### config.mk
export PLATFORM = sky130hd
export DESIGN_NAME = enemy_sprite_engine
export DESIGN_NICKNAME = d
export VERILOG_FILES = /design/src/rtl/enemy_sprite_engine.sv
export SDC_FILE = /design/constraint.sdc
export NUM_CORES = 1
export LEC_CHECK = 0
export ABC_CLOCK_PERIOD_IN_PS = 10160
export CAP_MARGIN = 10
export CORE_ASPECT_RATIO = 0.7
export CORE_MARGIN = 2
export CORE_UTILIZATION = 50
export DETAILED_ROUTE_END_ITERATION = 10
export PLACE_DENSITY = 0.7
export SLEW_MARGIN = 10
export SYNTH_ARGS = -nofsm -noshare
export SYNTH_HDL_FRONTEND = slang
export SYNTH_SLANG_ARGS = --single-unit
### constraint.sdc
create_clock -name clk -period 10.16 [get_ports clk]
set_input_delay 1.016 -clock clk [delete_from_list [all_inputs] [get_ports clk]]
set_output_delay 1.016 -clock clk [all_outputs]
set_load 0.02 [all_outputs]
### src/rtl/enemy_sprite_engine.sv
// Multi-channel enemy sprite renderer: per-channel life-cycle FSMs, scalable 16x16 masks
// and a two-stage prioritised pixel pipeline producing one registered RGB per clock.
module enemy_sprite_engine #(
  parameter int unsigned NUM_ENEMIES    = 4,
  parameter int unsigned SCALE_LOG2     = 0,
  parameter int unsigned FLASH_FRAMES   = 4,
  parameter int unsigned EXPLODE_FRAMES = 6
) (
  input  logic                      clk,
  input  logic                      rst,
  input  logic                      frame_tick,
  input  logic [9:0]                hcount,
  input  logic [9:0]                vcount,
  input  logic [NUM_ENEMIES-1:0]    spawn,
  input  logic [NUM_ENEMIES-1:0]    hit,
  input  logic [2*NUM_ENEMIES-1:0]  enemy_type,
  input  logic [4*NUM_ENEMIES-1:0]  health,
  input  logic [10*NUM_ENEMIES-1:0] x_mid,
  input  logic [10*NUM_ENEMIES-1:0] y_mid,
  output logic [23:0]               rgb,
  output logic                      pix_hit,
  output logic [2:0]                pix_id,
  output logic [NUM_ENEMIES-1:0]    alive
);

  typedef enum logic [2:0] {StDead, StAlive, StFlash, StExp0, StExp1, StExp2} state_e;

  localparam logic [3:0]        FlashLoad = 4'(FLASH_FRAMES);
  localparam logic [3:0]        ExpLoad   = 4'(EXPLODE_FRAMES);
  localparam logic signed [10:0] Half     = 11'(8 << SCALE_LOG2);

  function automatic logic mask_bit(logic [1:0] t, logic [3:0] r, logic [3:0] c);
    logic [5:0] w;
    logic [5:0] lo;
    if (t == 2'd0) return 1'b1;
    if (t == 2'd1) return (r >= 4'd5 && r <= 4'd10) || (c >= 4'd4 && c <= 4'd11);
    if (r <= 4'd4)       w = 6'd6 + {1'b0, r, 1'b0};
    else if (r <= 4'd9)  w = 6'd16;
    else if (r <= 4'd14) w = 6'd34 - {1'b0, r, 1'b0};
    else                 w = 6'd0;
    lo = 6'd8 - (w >> 1);
    return ({2'b0, c} >= lo) && ({2'b0, c} < lo + w);
  endfunction

  // Returns {covered, colour}; rel is 11-bit signed so sprites never wrap across the screen.
  function automatic logic [24:0] shade(state_e st, logic [1:0] t, logic [3:0] hp,
                                        logic [9:0] h, logic [9:0] v,
                                        logic [9:0] xm, logic [9:0] ym);
    logic signed [10:0] rx, ry, sx, sy, ext;
    logic [10:0]        ox, oy;
    logic               in_box, drawn;
    logic [23:0]        col;
    rx     = $signed({1'b0, h} - {1'b0, xm});
    ry     = $signed({1'b0, v} - {1'b0, ym});
    in_box = (rx >= -Half) && (rx < Half) && (ry >= -Half) && (ry < Half);
    ox     = rx + Half;
    oy     = ry + Half;
    sx     = rx >>> SCALE_LOG2;
    sy     = ry >>> SCALE_LOG2;
    drawn  = 1'b0;
    col    = 24'h0;
    ext    = 11'sd0;
    case (st)
      StAlive, StFlash: begin
        drawn = in_box && mask_bit(t, 4'(oy >> SCALE_LOG2), 4'(ox >> SCALE_LOG2));
        if (st == StFlash)  col = 24'h00FFFF;
        else if (t == 2'd0) col = 24'hFF0000;
        else begin
          case (hp)
            4'd4:    col = 24'hFFFFFF;
            4'd3:    col = 24'hFF00FF;
            4'd2:    col = 24'hFFF000;
            default: col = 24'hFF0000;
          endcase
        end
      end
      StExp0: begin ext = 11'sd8; col = 24'hFF8000; end
      StExp1: begin ext = 11'sd5; col = 24'hFFFF00; end
      StExp2: begin ext = 11'sd2; col = 24'hFF0000; end
      default: ;
    endcase
    if (ext != 11'sd0) drawn = (sx >= -ext) && (sx < ext) && (sy >= -ext) && (sy < ext);
    return {drawn, drawn ? col : 24'h0};
  endfunction

  state_e     state_q [NUM_ENEMIES];
  state_e     state_d [NUM_ENEMIES];
  logic [3:0] cnt_q   [NUM_ENEMIES];
  logic [3:0] cnt_d   [NUM_ENEMIES];

  always_comb begin
    for (int i = 0; i < NUM_ENEMIES; i++) begin
      state_d[i] = state_q[i];
      cnt_d[i]   = cnt_q[i];
      case (state_q[i])
        StDead: if (spawn[i]) state_d[i] = StAlive;
        StAlive, StFlash: begin
          // A hit's counter load takes priority over a coincident frame_tick decrement.
          if (hit[i]) begin
            if (health[4*i +: 4] == 4'd0) begin
              state_d[i] = StExp0;
              cnt_d[i]   = ExpLoad;
            end else begin
              state_d[i] = StFlash;
              cnt_d[i]   = FlashLoad;
            end
          end else if (state_q[i] == StFlash && frame_tick) begin
            cnt_d[i] = cnt_q[i] - 4'd1;
            if (cnt_q[i] <= 4'd1) begin
              state_d[i] = StAlive;
              cnt_d[i]   = 4'd0;
            end
          end
        end
        StExp0, StExp1, StExp2: begin
          if (frame_tick) begin
            cnt_d[i] = cnt_q[i] - 4'd1;
            if (cnt_q[i] <= 4'd1) begin
              cnt_d[i] = ExpLoad;
              if (state_q[i] == StExp0)      state_d[i] = StExp1;
              else if (state_q[i] == StExp1) state_d[i] = StExp2;
              else begin
                state_d[i] = StDead;
                cnt_d[i]   = 4'd0;
              end
            end
          end
        end
        default: begin
          state_d[i] = StDead;
          cnt_d[i]   = 4'd0;
        end
      endcase
    end
  end

  always_ff @(posedge clk or posedge rst) begin
    if (rst) begin
      for (int i = 0; i < NUM_ENEMIES; i++) begin
        state_q[i] <= StDead;
        cnt_q[i]   <= 4'd0;
        alive[i]   <= 1'b0;
      end
    end else begin
      for (int i = 0; i < NUM_ENEMIES; i++) begin
        state_q[i] <= state_d[i];
        cnt_q[i]   <= cnt_d[i];
        alive[i]   <= (state_d[i] == StAlive) || (state_d[i] == StFlash);
      end
    end
  end

  logic        cov_c [NUM_ENEMIES];
  logic [23:0] col_c [NUM_ENEMIES];
  logic        cov_q [NUM_ENEMIES];
  logic [23:0] col_q [NUM_ENEMIES];

  always_comb begin
    for (int i = 0; i < NUM_ENEMIES; i++) begin
      {cov_c[i], col_c[i]} = shade(state_q[i], enemy_type[2*i +: 2], health[4*i +: 4],
                                   hcount, vcount, x_mid[10*i +: 10], y_mid[10*i +: 10]);
    end
  end

  logic [23:0] rgb_d;
  logic        pix_hit_d;
  logic [2:0]  pix_id_d;

  // Walk from highest to lowest index so the lowest covering channel is written last.
  always_comb begin
    rgb_d     = 24'h0;
    pix_hit_d = 1'b0;
    pix_id_d  = 3'd0;
    for (int i = NUM_ENEMIES - 1; i >= 0; i--) begin
      if (cov_q[i]) begin
        rgb_d     = col_q[i];
        pix_hit_d = 1'b1;
        pix_id_d  = 3'(i);
      end
    end
  end

  always_ff @(posedge clk or posedge rst) begin
    if (rst) begin
      for (int i = 0; i < NUM_ENEMIES; i++) begin
        cov_q[i] <= 1'b0;
        col_q[i] <= 24'h0;
      end
      rgb     <= 24'h0;
      pix_hit <= 1'b0;
      pix_id  <= 3'd0;
    end else begin
      for (int i = 0; i < NUM_ENEMIES; i++) begin
        cov_q[i] <= cov_c[i];
        col_q[i] <= col_c[i];
      end
      rgb     <= rgb_d;
      pix_hit <= pix_hit_d;
      pix_id  <= pix_id_d;
    end
  end

endmodule
After elaboration in Yosys (flattened, before gate mapping):

Cells that the tools add are included.

* bits in registers: 160
* input bits: 135
* output and inout port bits: 32
* word-level logic and storage cells: 452

* add/subtract/negate cells: 40
* order comparisons: 72
* equal/unequal tests: 52
* muxes and demuxes: 184
* bitwise operators: 4
* reduce and logical (&&, ||, !) cells: 80

Operator list (count)
* 24-bit case mux with 4 select lines: 4
* 24-bit two-way mux: 12
* 16-bit case mux with 3 select lines: 4
* 6-bit two-way mux: 24
* 3-bit two-way mux: 43
* 4-bit case mux with 3 select lines: 8
* 11-bit greater-or-equal comparator: 8
* 11-bit by 4-bit greater-or-equal comparator with 1-bit output, second input constant: 8
* 11-bit by 5-bit < comparator with 1-bit output: 8
* 11-bit by 5-bit < comparator with 1-bit output, second input constant: 8
* 10-bit by 10-bit subtractor with 11-bit output: 8
* 4-bit two-way mux: 20
* 4-bit <= comparator, second input constant: 16
* 16-bit two-way mux: 4
* 1-bit two-way mux: 56
* 1-bit logical AND: 44
* 11-bit negator: 4
* 11-bit nonzero test: 4
* 3-bit by 2-bit == test with 1-bit output, second input constant: 12
* 3-bit case mux with 3 select lines: 4
* 4-bit adder, second input constant: 8
* 4-bit by 2-bit == test with 1-bit output, second input constant: 8
* 4-bit by 3-bit greater-or-equal comparator with 1-bit output, second input constant: 8
* 3-bit by 5-bit adder with 6-bit output, first input constant: 4
* 23 further kinds: 105

Depth between registers and ports, before layout:

* depth in word-level cells: 20
* mapped depth: 21
* gate-level depth less buffers: 21

Worst setup path before layout:

No wires, ideal clock.

* kind: input to register
* start point: in vcount[0]
* end point: reg col_q[55] (netlist name)
* arrival time: 4895 ps
* data required time: 10066 ps
* setup slack: 5171 ps
* stages on the path: 17
* path buffers: 0
* cell sequence: inv_1 ha_1 inv_1 fa_1 xnor2_1 o21ai_0 a2bb2oi_1 a221o_1 xor2_1 ha_1 nand2_1 o21ai_0 nand4_1 or4b_2 o211ai_1 a32oi_1 a211oi_1

* word-level cells in the longest chain between the ends: 20
* elaborated cells on any way between the ends: 38
* those cells by class: 6 x add/sub; 11 x order compare; 13 x mux; 8 x reduce/logical

RTL lines
* start: declaration: line 13 `input logic [9:0] vcount,`
* 10-bit by 10-bit subtractor with 11-bit output *: line 54 `ry = $signed({1'b0, v} - {1'b0, ym});`
* 4-bit adder: line 57 `oy = ry + Half;`
* 6-bit by 5-bit subtractor with 6-bit output or 4-bit <= comparator (tied branches): line 39 `else if (r <= 4'd14) w = 6'd34 - {1'b0, r, 1'b0};`
* 6-bit two-way mux: line 39
* 6-bit two-way mux: line 38 `else if (r <= 4'd9) w = 6'd16;`
* 6-bit two-way mux (2 in a row): line 37 `if (r <= 4'd4) w = 6'd6 + {1'b0, r, 1'b0};`
* 6-bit two-way mux: line 36 `if (t == 2'd1) return (r >= 4'd5 && r <= 4'd10) || (c >= 4'd4 && c <= 4'd11);`
* 6-bit two-way mux: line 63 `case (st)`
* [... 3 more ...]
* 1-bit logical AND: line 42 `return ({2'b0, c} >= lo) && ({2'b0, c} < lo + w);`
* 1-bit two-way mux: line 37
* 1-bit two-way mux: line 36
* 1-bit two-way mux: line 63
* 1-bit logical AND: line 65 `drawn = in_box && mask_bit(t, 4'(oy >> SCALE_LOG2), 4'(ox >> SCALE_LOG2));`
* 1-bit two-way mux: line 63
* 1-bit two-way mux *: line 82 `if (ext != 11'sd0) drawn = (sx >= -ext) && (sx < ext) && (sy >= -ext) && (sy < ext);`
* 24-bit two-way mux *: line 83 `return {drawn, drawn ? col : 24'h0};`
* end signal: indexed assignment: line 195 `col_q[i] <= col_c[i];`
* end: declaration: line 156 `logic [23:0] col_q [NUM_ENEMIES];`

Mark *: on every way between the ends. The rest lies on a longest branch, timed or not. The select of a mux whose other input is x is not followed.
A chain may end at the register's enable or synchronous reset.

Worst setup path after layout:

Ends and elaborated chain as after synthesis.

==> metrics.md <==
| Metric | Value |
|---|---|
| Status | `finished clean` |
| Unrepaired setup endpoints after global routing | `no` |
| Vias in the first global route | `~12k` |
| Die X | `195 um` |
| Crit. End Element | `flop` |
| # rows | `48` |
| Register area | `1600 um^2` |
| Gr usage total | `0.283` |
| Die Span Y | `~140 um` |
| Number of max-cap violations | `0` |
| Slew Viols, Final | `0` |
| Hold Path Sink | `rgb[7]$_DFF_PP0_` |
| Worst-case clock skew | `12.4 ps` |
| Net Count, Synth | `2088` |
| Initial core utilization | `0.515` |
| Per-cell routed wire length | `17.8 um` |
| Grt ovf | `0` |
| Slew headroom | `0.179` |
| Longest Clk Path Bufs | `2` |
| Diode count | `0` |
| R2R Path End | `col_q[35]$_DFF_PP0_` |
| HP Start | `col_q[79]$_DFF_PP0_` |
| I/O Buffers | `165` |
| Vias per cell | `about 6.0` |
| Synth area leader | `ha_1` |
| Layout cell share with drive strength beyond 1 | `0.0317` |
| Area share of the largest cell type after synthesis | `0.242` |
| Largest net degree at the start of global routing | `65` |
| Number of DRC markers in iteration 0 | `between 1k and 1.5k` |
| Final instance area | `14900 um^2` |
| YS warnings | `0` |
| Hpwl dp | `31300 um` |
| Hold Vio Cnt, Final | `0` |
| Core Box Area | `between 20000 and 25000 um^2` |
| Final min period | `5920 ps` |
| Pwr per Cell Area | `about 190 nW/um^2` |
| CP Launch Type | `primary input` |
| Setup bufs post-CTS | `0` |
| Post-Syn Area | `roughly 13000 um^2` |
| Period utilization | `0.582` |
| RR Startpoint | `state_q[5]$_DFF_PP0_` |
| Total detailed-routing wirelength | `roughly 38000 um` |
| FF+latch count, synth | `64` |
| Prevailing post-synth register cell | `dfrtp_1` |
| Drt pass-1 iters | `7` |
| Crit-path max FO | `9` |
| CTS Root Cell | `clkbuf_16` |
| Reg2reg setup slack | `~5400 ps` |
| Io pins | `~170` |
| CP Data Required Time | `approximately 10000 ps` |
| Final Setup Violations | `0` |
| Post-synth EDFFs | `0` |
| Filler Cells Inserted | `2260` |
| Via Count | `about 13k` |
| GP Congestion | `1.00` |
| Nets@finish | `2217` |
| WHS | `453 ps` |
| DP Area | `14600 um^2` |
| Min-delay worst type | `flop to flop` |
| CP Class | `primary input to flop` |
| Die area | `around 27000 um^2` |
| Setup TNS | `0 ps` |
| Post-synthesis sequential area ratio | `0.125` |
| Routed Antenna Nets | `0` |
| CTS Sinks | `64` |
| Antenna violations before repair | `0` |
| DRC Markers | `0` |
| Overall power | `between 2 and 3 mW` |
| Worst-path clk slew | `60 ps` |
| CTS Buf Count | `9` |
| Cts repair resizes | `0` |
| Synth area leaders | `ha_1 (24%), dfrtp_1 (12%), a21oi_1 (5.7%)` |
| Hold Path Stages | `2` |
| First-pass GRT wire length | `between 60000 and 70000 um` |
| Worst EP arrival | `6150 ps` |
| Synth-to-Final Area Change | `16.2%` |
| Core Util, Final | `0.598` |
| Max IR drop VDD | `a little over 0.00009 V` |
| Syn_area_per_cell | `about 7.6 um^2` |
| Synth Instances | `1697` |
| Worst slew pin tran | `about 1200 ps` |
| Peak Freq | `~170 MHz` |
| # hold bufs at CTS | `0` |
| CTS tree | `yes` |
| P_leak | `between 6 and 7 nW` |
| Area of the multi-input gates | `between 10000 and 15000 um^2` |
| Worst-Skew Late Latency | `roughly 340 ps` |
| FFs w/ async S/R, synth | `1.00` |
| R2R cell count | `13` |
| Netlist cell types | `just over 90` |
| CTS H-Tree Depth | `3` |
[how the worst max path moves through the flow]
stage / start / to / slack [ps] / cells after the start
floorplan: vcount[0] / col_q[55]$_DFF_PP0_ / 5170 / 17
global placement: vcount[0] / col_q[55]$_DFF_PP0_ / 4230 / 18
detailed placement: vcount[0] / col_q[55]$_DFF_PP0_ / 3960 / 18
CTS: vcount[0] / col_q[55]$_DFF_PP0_ / 4300 / 18
global route: vcount[0] / col_q[55]$_DFF_PP0_ / 3880 / 18
finish: vcount[0] / col_q[55]$_DFF_PP0_ / 4240 / 18
[metrics by stage]
stage          std cells  setup WS, ps
3_3_place_gp        2139          4230
5_1_grt             2156          3880
4_1_cts             2155          4300
6_report            2156          4240
2_1_floorplan       1697          5170
3_5_place_dp        2139          3960
[worst max-delay path, cell delays in order]
cell             delay [ps]
clkdlybuf4s50_1         390
inv_1                   280
ha_1                    210
inv_1                    50
fa_1                    460
xnor2_1                 660
o21ai_0                 270
a2bb2oi_1               200
a221o_1                 430
xor2_1                  160
ha_1                    330
nand2_1                  60
o21ai_0                 150
nand4_1                 130
or4b_2                  630
o211ai_1                140
a32oi_1                 270
a211oi_1                320
[cell usage after synthesis, drive strengths merged (11+ instances only)]
master,n
a211oi,22
a21o,28
a21oi,147
a31oi,14
and3,16
buf,23
clkbuf,27
dfrtp,64
ha,248
inv,181
mux2i,18
nand2,94
nand2b,42
nand3,33
nand4,19
nor2,150
nor2b,36
nor3,34
o211ai,11
o21a,49
o21ai,136
o31a,14
o31ai,13
or3,20
xnor2,61
xor2,17
[placed cells by master (no fill, tap or decap), types with 33 or more instances in the layout]
cell / synthesis / routed
dfrtp_1: 64 / 64
nand2b_1: 42 / 42
nor2b_1: 35 / 35
nand3_1: 33 / 33
nand2_1: 94 / 94
clkdlybuf4s50_1: 0 / 165
nor3_1: 34 / 34
inv_1: 178 / 177
nor2_1: 150 / 150
xnor2_1: 60 / 60
o21a_1: 49 / 49
a21oi_1: 146 / 146
ha_1: 248 / 248
o21ai_0: 135 / 135
[flip-flops by register name (all words and copies together), names as in the netlist]
signal	flops
pix_id	2
rgb	5
state_q	12
alive	4
col_q	20
cnt_q	16
pix_hit	1
cov_q	4
[logic make-up (layout without fill, tap and decap cells)]
group                    after synthesis  in the layout  share of synthesized area
other                                  1              1                   0.000292
buffers and inverters                233            367                     0.0745
AO/OA/AOI/OAI                        528            528                      0.268
AND/OR/NAND/NOR                      510            510                      0.203
multiplexers                          21             21                     0.0167
adder cells (fa/ha/maj)              262            262                      0.259
XOR/XNOR                              78             78                     0.0539
flip-flops                            64             64                      0.125
[power breakdown]
part           internal (mW)  total [mW]  switching, mW  leakage (nW)
registers              0.336       0.450          0.115         0.840
logic                  0.902        2.12           1.22          5.80
clock network          0.171       0.289          0.118         0.130
total                   1.41        2.86           1.45          6.77
[routing by layer]
| layer | routed length [um] | vias to the layer above | track usage |
|---|---|---|---|
| met5 | 0 | - | 0 |
| met4 | 369 | 0 | 0.0424 |
| met3 | 2640 | 28 | 0.0406 |
| met2 | 16400 | 425 | 0.459 |
| met1 | 19000 | 5965 | 0.407 |
| li1 | - | 6413 | - |
[cell type report]
class,count,area share
multi-input cells,1400,0.689
repair buffers,168,0.112
flip-flops and latches,64,0.107
inverters,183,0.0461
well taps,325,0.0273
clock buffers,13,0.0168
clock inverters,3,0.00118
No activity file was read; power rests on OpenSTA's default activity.
